--- src/rtl/axi_req_arbiter.sv ---
// axi_req_arbiter
//   Shares one AXI3 master port between the instruction-fetch sram-like port
//   (read-only) and the data sram-like port (read/write). Each source has at
//   most one transaction in flight. Data reads win AR arbitration over
//   instruction reads. R beats are routed back by rid; B completes the
//   outstanding data write.
//
// Ports
//   aclk, aresetn                 clock (rising edge), async active-low reset
//   inst_req/inst_addr            fetch request (held until inst_addr_ok)
//   inst_addr_ok/inst_data_ok     fetch accepted / fetch data returned
//   inst_rdata                    fetch data, valid with inst_data_ok
//   data_req/wr/size/addr         data request (held until data_addr_ok)
//   data_wstrb/data_wdata         write strobes and data
//   data_addr_ok/data_data_ok     data accepted / read data or write response
//   data_rdata                    read data, valid with data_data_ok
//   ar*, r*, aw*, w*, b*          AXI3 master channels (ready outputs tied 1)
module axi_req_arbiter #(
  parameter logic [3:0] INST_ID = 4'd0,
  parameter logic [3:0] DATA_ID = 4'd1
) (
  input  logic        aclk,
  input  logic        aresetn,
  input  logic        inst_req,
  input  logic [31:0] inst_addr,
  output logic        inst_addr_ok,
  output logic        inst_data_ok,
  output logic [31:0] inst_rdata,
  input  logic        data_req,
  input  logic        data_wr,
  input  logic [1:0]  data_size,
  input  logic [31:0] data_addr,
  input  logic [3:0]  data_wstrb,
  input  logic [31:0] data_wdata,
  output logic        data_addr_ok,
  output logic        data_data_ok,
  output logic [31:0] data_rdata,
  output logic [3:0]  arid,
  output logic [31:0] araddr,
  output logic [2:0]  arsize,
  output logic        arvalid,
  input  logic        arready,
  input  logic [3:0]  rid,
  input  logic [31:0] rdata,
  input  logic        rvalid,
  output logic        rready,
  output logic [31:0] awaddr,
  output logic [2:0]  awsize,
  output logic        awvalid,
  input  logic        awready,
  output logic [31:0] wdata,
  output logic [3:0]  wstrb,
  output logic        wvalid,
  input  logic        wready,
  input  logic        bvalid,
  output logic        bready
);

  typedef enum logic {AR_IDLE = 1'b0, AR_SEND = 1'b1} ar_state_t;
  typedef enum logic [1:0] {W_IDLE = 2'd0, W_SEND = 2'd1, W_RESP = 2'd2} w_state_t;

  ar_state_t ar_state, ar_state_nxt;
  w_state_t  w_state, w_state_nxt;
  logic      inst_busy, data_busy;
  logic      awvalid_nxt, wvalid_nxt;
  logic      data_rd_acc, inst_rd_acc, data_wr_acc;
  logic      inst_rd_done, data_rd_done, data_wr_done;

  // Acceptance looks at the registered busy bits, so a source completing this
  // cycle cannot issue again until the next one.
  assign data_rd_acc = (ar_state == AR_IDLE) && data_req && !data_wr && !data_busy;
  assign inst_rd_acc = (ar_state == AR_IDLE) && !data_rd_acc && inst_req && !inst_busy;
  assign data_wr_acc = (w_state == W_IDLE) && data_req && data_wr && !data_busy;

  // Completions are gated by busy so stray beats after a reset are dropped.
  assign inst_rd_done = rvalid && (rid == INST_ID) && inst_busy;
  assign data_rd_done = rvalid && (rid == DATA_ID) && data_busy;
  assign data_wr_done = (w_state == W_RESP) && bvalid;

  assign inst_addr_ok = inst_rd_acc;
  assign data_addr_ok = data_rd_acc || data_wr_acc;
  assign inst_data_ok = inst_rd_done;
  assign data_data_ok = data_rd_done || data_wr_done;
  assign inst_rdata   = rdata;
  assign data_rdata   = rdata;
  assign rready       = 1'b1;
  assign bready       = 1'b1;
  assign arvalid      = (ar_state == AR_SEND);

  always_comb begin
    ar_state_nxt = ar_state;
    case (ar_state)
      AR_IDLE: if (data_rd_acc || inst_rd_acc) ar_state_nxt = AR_SEND;
      AR_SEND: if (arready) ar_state_nxt = AR_IDLE;
      default: ar_state_nxt = AR_IDLE;
    endcase
  end

  // AW and W complete independently; leave W_SEND once neither is pending.
  always_comb begin
    w_state_nxt = w_state;
    awvalid_nxt = awvalid;
    wvalid_nxt  = wvalid;
    case (w_state)
      W_IDLE: begin
        if (data_wr_acc) begin
          w_state_nxt = W_SEND;
          awvalid_nxt = 1'b1;
          wvalid_nxt  = 1'b1;
        end
      end
      W_SEND: begin
        if (awready) awvalid_nxt = 1'b0;
        if (wready)  wvalid_nxt  = 1'b0;
        if (!awvalid_nxt && !wvalid_nxt) w_state_nxt = W_RESP;
      end
      W_RESP: if (bvalid) w_state_nxt = W_IDLE;
      default: w_state_nxt = W_IDLE;
    endcase
  end

  always_ff @(posedge aclk or negedge aresetn) begin
    if (!aresetn) begin
      ar_state  <= AR_IDLE;
      w_state   <= W_IDLE;
      awvalid   <= 1'b0;
      wvalid    <= 1'b0;
      inst_busy <= 1'b0;
      data_busy <= 1'b0;
    end else begin
      ar_state <= ar_state_nxt;
      w_state  <= w_state_nxt;
      awvalid  <= awvalid_nxt;
      wvalid   <= wvalid_nxt;
      if (inst_rd_acc)       inst_busy <= 1'b1;
      else if (inst_rd_done) inst_busy <= 1'b0;
      if (data_rd_acc || data_wr_acc)        data_busy <= 1'b1;
      else if (data_rd_done || data_wr_done) data_busy <= 1'b0;
    end
  end

  // Payload registers: only meaningful while the matching valid is high.
  always_ff @(posedge aclk) begin
    if (data_rd_acc) begin
      arid   <= DATA_ID;
      araddr <= data_addr;
      arsize <= {1'b0, data_size};
    end else if (inst_rd_acc) begin
      arid   <= INST_ID;
      araddr <= inst_addr;
      arsize <= 3'd2;
    end
    if (data_wr_acc) begin
      awaddr <= data_addr;
      awsize <= {1'b0, data_size};
      wdata  <= data_wdata;
      wstrb  <= data_wstrb;
    end
  end

endmodule
--- config.mk ---
export PLATFORM = sky130hd
export DESIGN_NAME = axi_req_arbiter
export DESIGN_NICKNAME = d
export VERILOG_FILES = /design/src/rtl/axi_req_arbiter.sv
export SDC_FILE = /design/constraint.sdc
export NUM_CORES = 1
export LEC_CHECK = 0
export BUFFER_PORTS_ARGS = -buffer_cell sky130_fd_sc_hd__buf_4
export CAP_MARGIN = 20
export CORE_AREA = 3 3 128 130
export CTS_BUF_LIST = sky130_fd_sc_hd__clkbuf_16
export CTS_CLUSTER_DIAMETER = 80
export DETAILED_ROUTE_END_ITERATION = 7
export DIE_AREA = 0 0 131 133
export PLACE_DENSITY_LB_ADDON = 0.08
export SETUP_SLACK_MARGIN = 0.05
export SLEW_MARGIN = 20
export SYNTH_ARGS = -nofsm -noshare
export SYNTH_HDL_FRONTEND = slang
export SYNTH_SLANG_ARGS = --single-unit
--- constraint.sdc ---
create_clock -name aclk -period 6.3 [get_ports aclk]
set_input_delay 0 -clock aclk [delete_from_list [all_inputs] [get_ports aclk]]
set_output_delay 0 -clock aclk [all_outputs]
set_load 0.1 [all_outputs]
==> results by group <==
Detailed routing
  – DR DRC count: 0
  – Detailed Route Iter0 Violations: 163
  – Via Count: 3,079
  – DR WL/cell: 16.7 µm
  – Final WL: 12,700 µm
  – Post-route ant nets: 0
  – Via/cell ratio: 4.05
  – Drt pass-1 iters: 4

Floorplanning
  – I/O pins: 331
  – Die Y: 133 µm
  – Initial Util: 0.306
  – Core area: 0.0153 mm²
  – Floorplan row count: 45
  – DIE AREA: 0.0174 mm²
  – Die W: 131 µm

Global route
  – Grt total ovfl: 0
  – First-pass GRT wire length: 18,200 µm
  – Vias in the first global route: 3,306
  – Largest net degree at the start of global routing: 55
  – Initial antenna violation count: 0
  – Global-route usage over all layers: 0.138

Clocking
  – H-tree Lvls: 3
  – Buffer depth of the longest clock path: 2
  – Clock sink count: 112
  – Clk_lat worst skew: 0.35 ns
  – CTS resizes: 0
  – TritonCTS Buffers: 9
  – Postcts setup bufs: 0
  – CTS tree: yes
  – Root Buffer Master: clkbuf_16
  – Clock edge transition at the registers on the reported setup and hold paths: 0.07 ns

Synthesis
  – Synthesized instance count: 265
  – Dominant synthesized flop cell: edfxtp_1
  – Main combinational cell family by area after synthesis: buffers and inverters
  – Post-Synth Adder-Cell Area: 0
  – Number of synthesized register bits: 112
  – Synthesized area: 0.00467 mm²
  – Yosys warnings: 0
  – XOR/XNOR Fraction of Synth Area: 0
  – Async S/R FF share, synth: 0.0625
  – Compound-cell area share of the yosys netlist: 0.0139
  – Seq/Total Area, Yosys: 0.710
  – Post-Syn Area per Cell: 17.6 µm²
  – Post-Synth Simple-Gate Area: 0.0415
  – Count of cell types in the netlist: 32
  – Post-synth EDFFs: 104
  – Mux share of post-synthesis cell area: 0.100

Layout
  – Non-filler instance count after layout: 761
  – Register area: 0.00332 mm²
  – Ant diodes: 0
  – Final nets: 693
  – # fillers: 1,343
  – Layout cells sized above 1: 0.518
  – Multi-input logic area: 764 µm²
  – Area Growth Syn to Fin: 59.8%

Critical path
  – Data required, critical path: 6.28 ns
  – Worst EP arrival: 2.38 ns
  – Crit. End Element: flip-flop
  – Worst Path Max Fanout: 54
  – Critical Path Start Type: flip-flop
  – Critical path type: reg -> reg

Pwr
  – Total design power: 2820 µW
  – Pleak: 0.00311 µW
  – Worst vdd ir: 382 µV
  – Pwr Density: 377 mW/mm²

Timing
  – Worst Tran Pin Value: 0.884 ns
  – Fmax: 416 MHz
  – Final Max Slew Viols: 0
  – Fin crit share: 0.381
  – Setup ws final: 3.90 ns
  – RSZ-0062 raised after global routing: false
  – Clock Skew: 0.00559 ns
  – Final hold violations: 0
  – Final min period: 2.40 ns
  – Slew HR: 0.409
  – Final setup violation count: 0
  – Setup TNS: 0 ns

Placement
  – Detailed placement HPWL: 9080 µm
  – Post-Place Setup Slack: 3.89 ns
  – Gpl congestion: 0.777
  – Placed insts: 634
  – PortBufs: 227

Run
  – Total of max-cap violations: 0

Outcome
  – Status: finished, final reports clean

Worst hold path
  – HP Class: in -> out
## metal layers
metal / up-vias / wire (µm) / global-route usage / share of wire
met5: - / 0 / 0 / 0
met4: 0 / 226 / 0.0400 / 0.018
met3: 24 / 1250 / 0.0565 / 0.098
met2: 189 / 6450 / 0.245 / 0.51
met1: 1429 / 4760 / 0.150 / 0.38
li1: 1437 / - / - / -
## placed cells by master, fill, tap and decap left out, types with 2 or more instances in the layout
cell / count
mux2_4: 29
nor2_1: 5
inv_1: 5
nand3_1: 2
nand2_1: 4
mux2_2: 3
edfxtp_1: 104
a21oi_1: 3
dfrtp_1: 7
conb_1: 7
clkinvlp_4: 2
buf_4: 228
nand2b_1: 3
clkinv_4: 2
clkbuf_16: 9
o21ai_0: 4
dlygate4sd3_1: 111
and2_1: 2
## final timing paths
path / slack, ns / from / end / cells past startpoint
min: 0.00005 / rdata[13] / inst_rdata[13] / 0
min in group asynchronous: 0.61 / aresetn / data_busy / 3
min reg2reg: 0.48 / arid[0] / arid[0] / 2
max in group asynchronous: 5.45 / aresetn / inst_busy / 3
max: 3.90 / w_state[1] / awaddr[19] / 3
max reg2reg: 3.90 / w_state[1] / awaddr[19] / 3
## timing repair
item	4_1_cts	5_1_grt
hold buffers	111	0
endpoints found under the hold margin	117	0
setup endpoints to repair	0	0
## synthesized netlist by cell type (2+ instances only)
library cell  instances  area share
o21ai_0               4      0.0043
nand2b_1              3      0.0040
buf_12                3       0.013
and2_1                2      0.0027
edfxtp_1            104        0.67
dfrtp_1               7       0.037
nand3_1               2      0.0021
nor2b_1               2      0.0027
mux2_4               29       0.093
buf_4                71        0.11
mux2_2                3      0.0072
inv_1                 4      0.0032
nand2_1               5      0.0040
a21oi_1               3      0.0032
nor2_1                5      0.0040
conb_1                2      0.0016
## state kept, by name, indices dropped and copies added, names as in the netlist, 2 cells and up
name / count
w_state: 2
wstrb: 4
araddr: 32
awsize: 2
wdata: 32
awaddr: 32
arsize: 2
## layout make-up
class                   count  share of cell area
well taps                 211              0.0354
clock inverters             7             0.00754
multi-input cells          79               0.102
inverters                   4             0.00201
clock buffers               9              0.0302
flip-flops and latches    112               0.444
repair buffers            339               0.378
## cell families after synthesis
kind of cell           Yosys count
muxes                           32
buffers and inverters           79
AOI/OAI and AO/OA               11
and+or+nand+nor                 29
other                            2
DFF                            112
## worst max-delay path: stages (launching register included)
cell	delay, ns
dfrtp_1	0.44
and4bb_2	0.35
nor2b_4	0.51
buf_4	0.69
## where the power goes
| group | total (µW) | internal, µW | switching, µW |
|---|---|---|---|
| combinational | 1250 | 297 | 955 |
| clock | 546 | 273 | 273 |
| sequential | 1020 | 966 | 53.6 |
| total | 2820 | 1540 | 1280 |
## metrics by stage
step | hold WS [ns] | instance area (µm²) | util
3_5_place_dp | -0.180 | 6070 | 0.398
3_3_place_gp | -0.182 | 6070 | 0.398
2_1_floorplan | -0.296 | 4690 | -
6_report | 0.0000536 | 7470 | 0.489
4_1_cts | 0.000994 | 7470 | 0.489
5_1_grt | 0.000240 | 7470 | 0.489
Power figures use the tool's default switching activity.
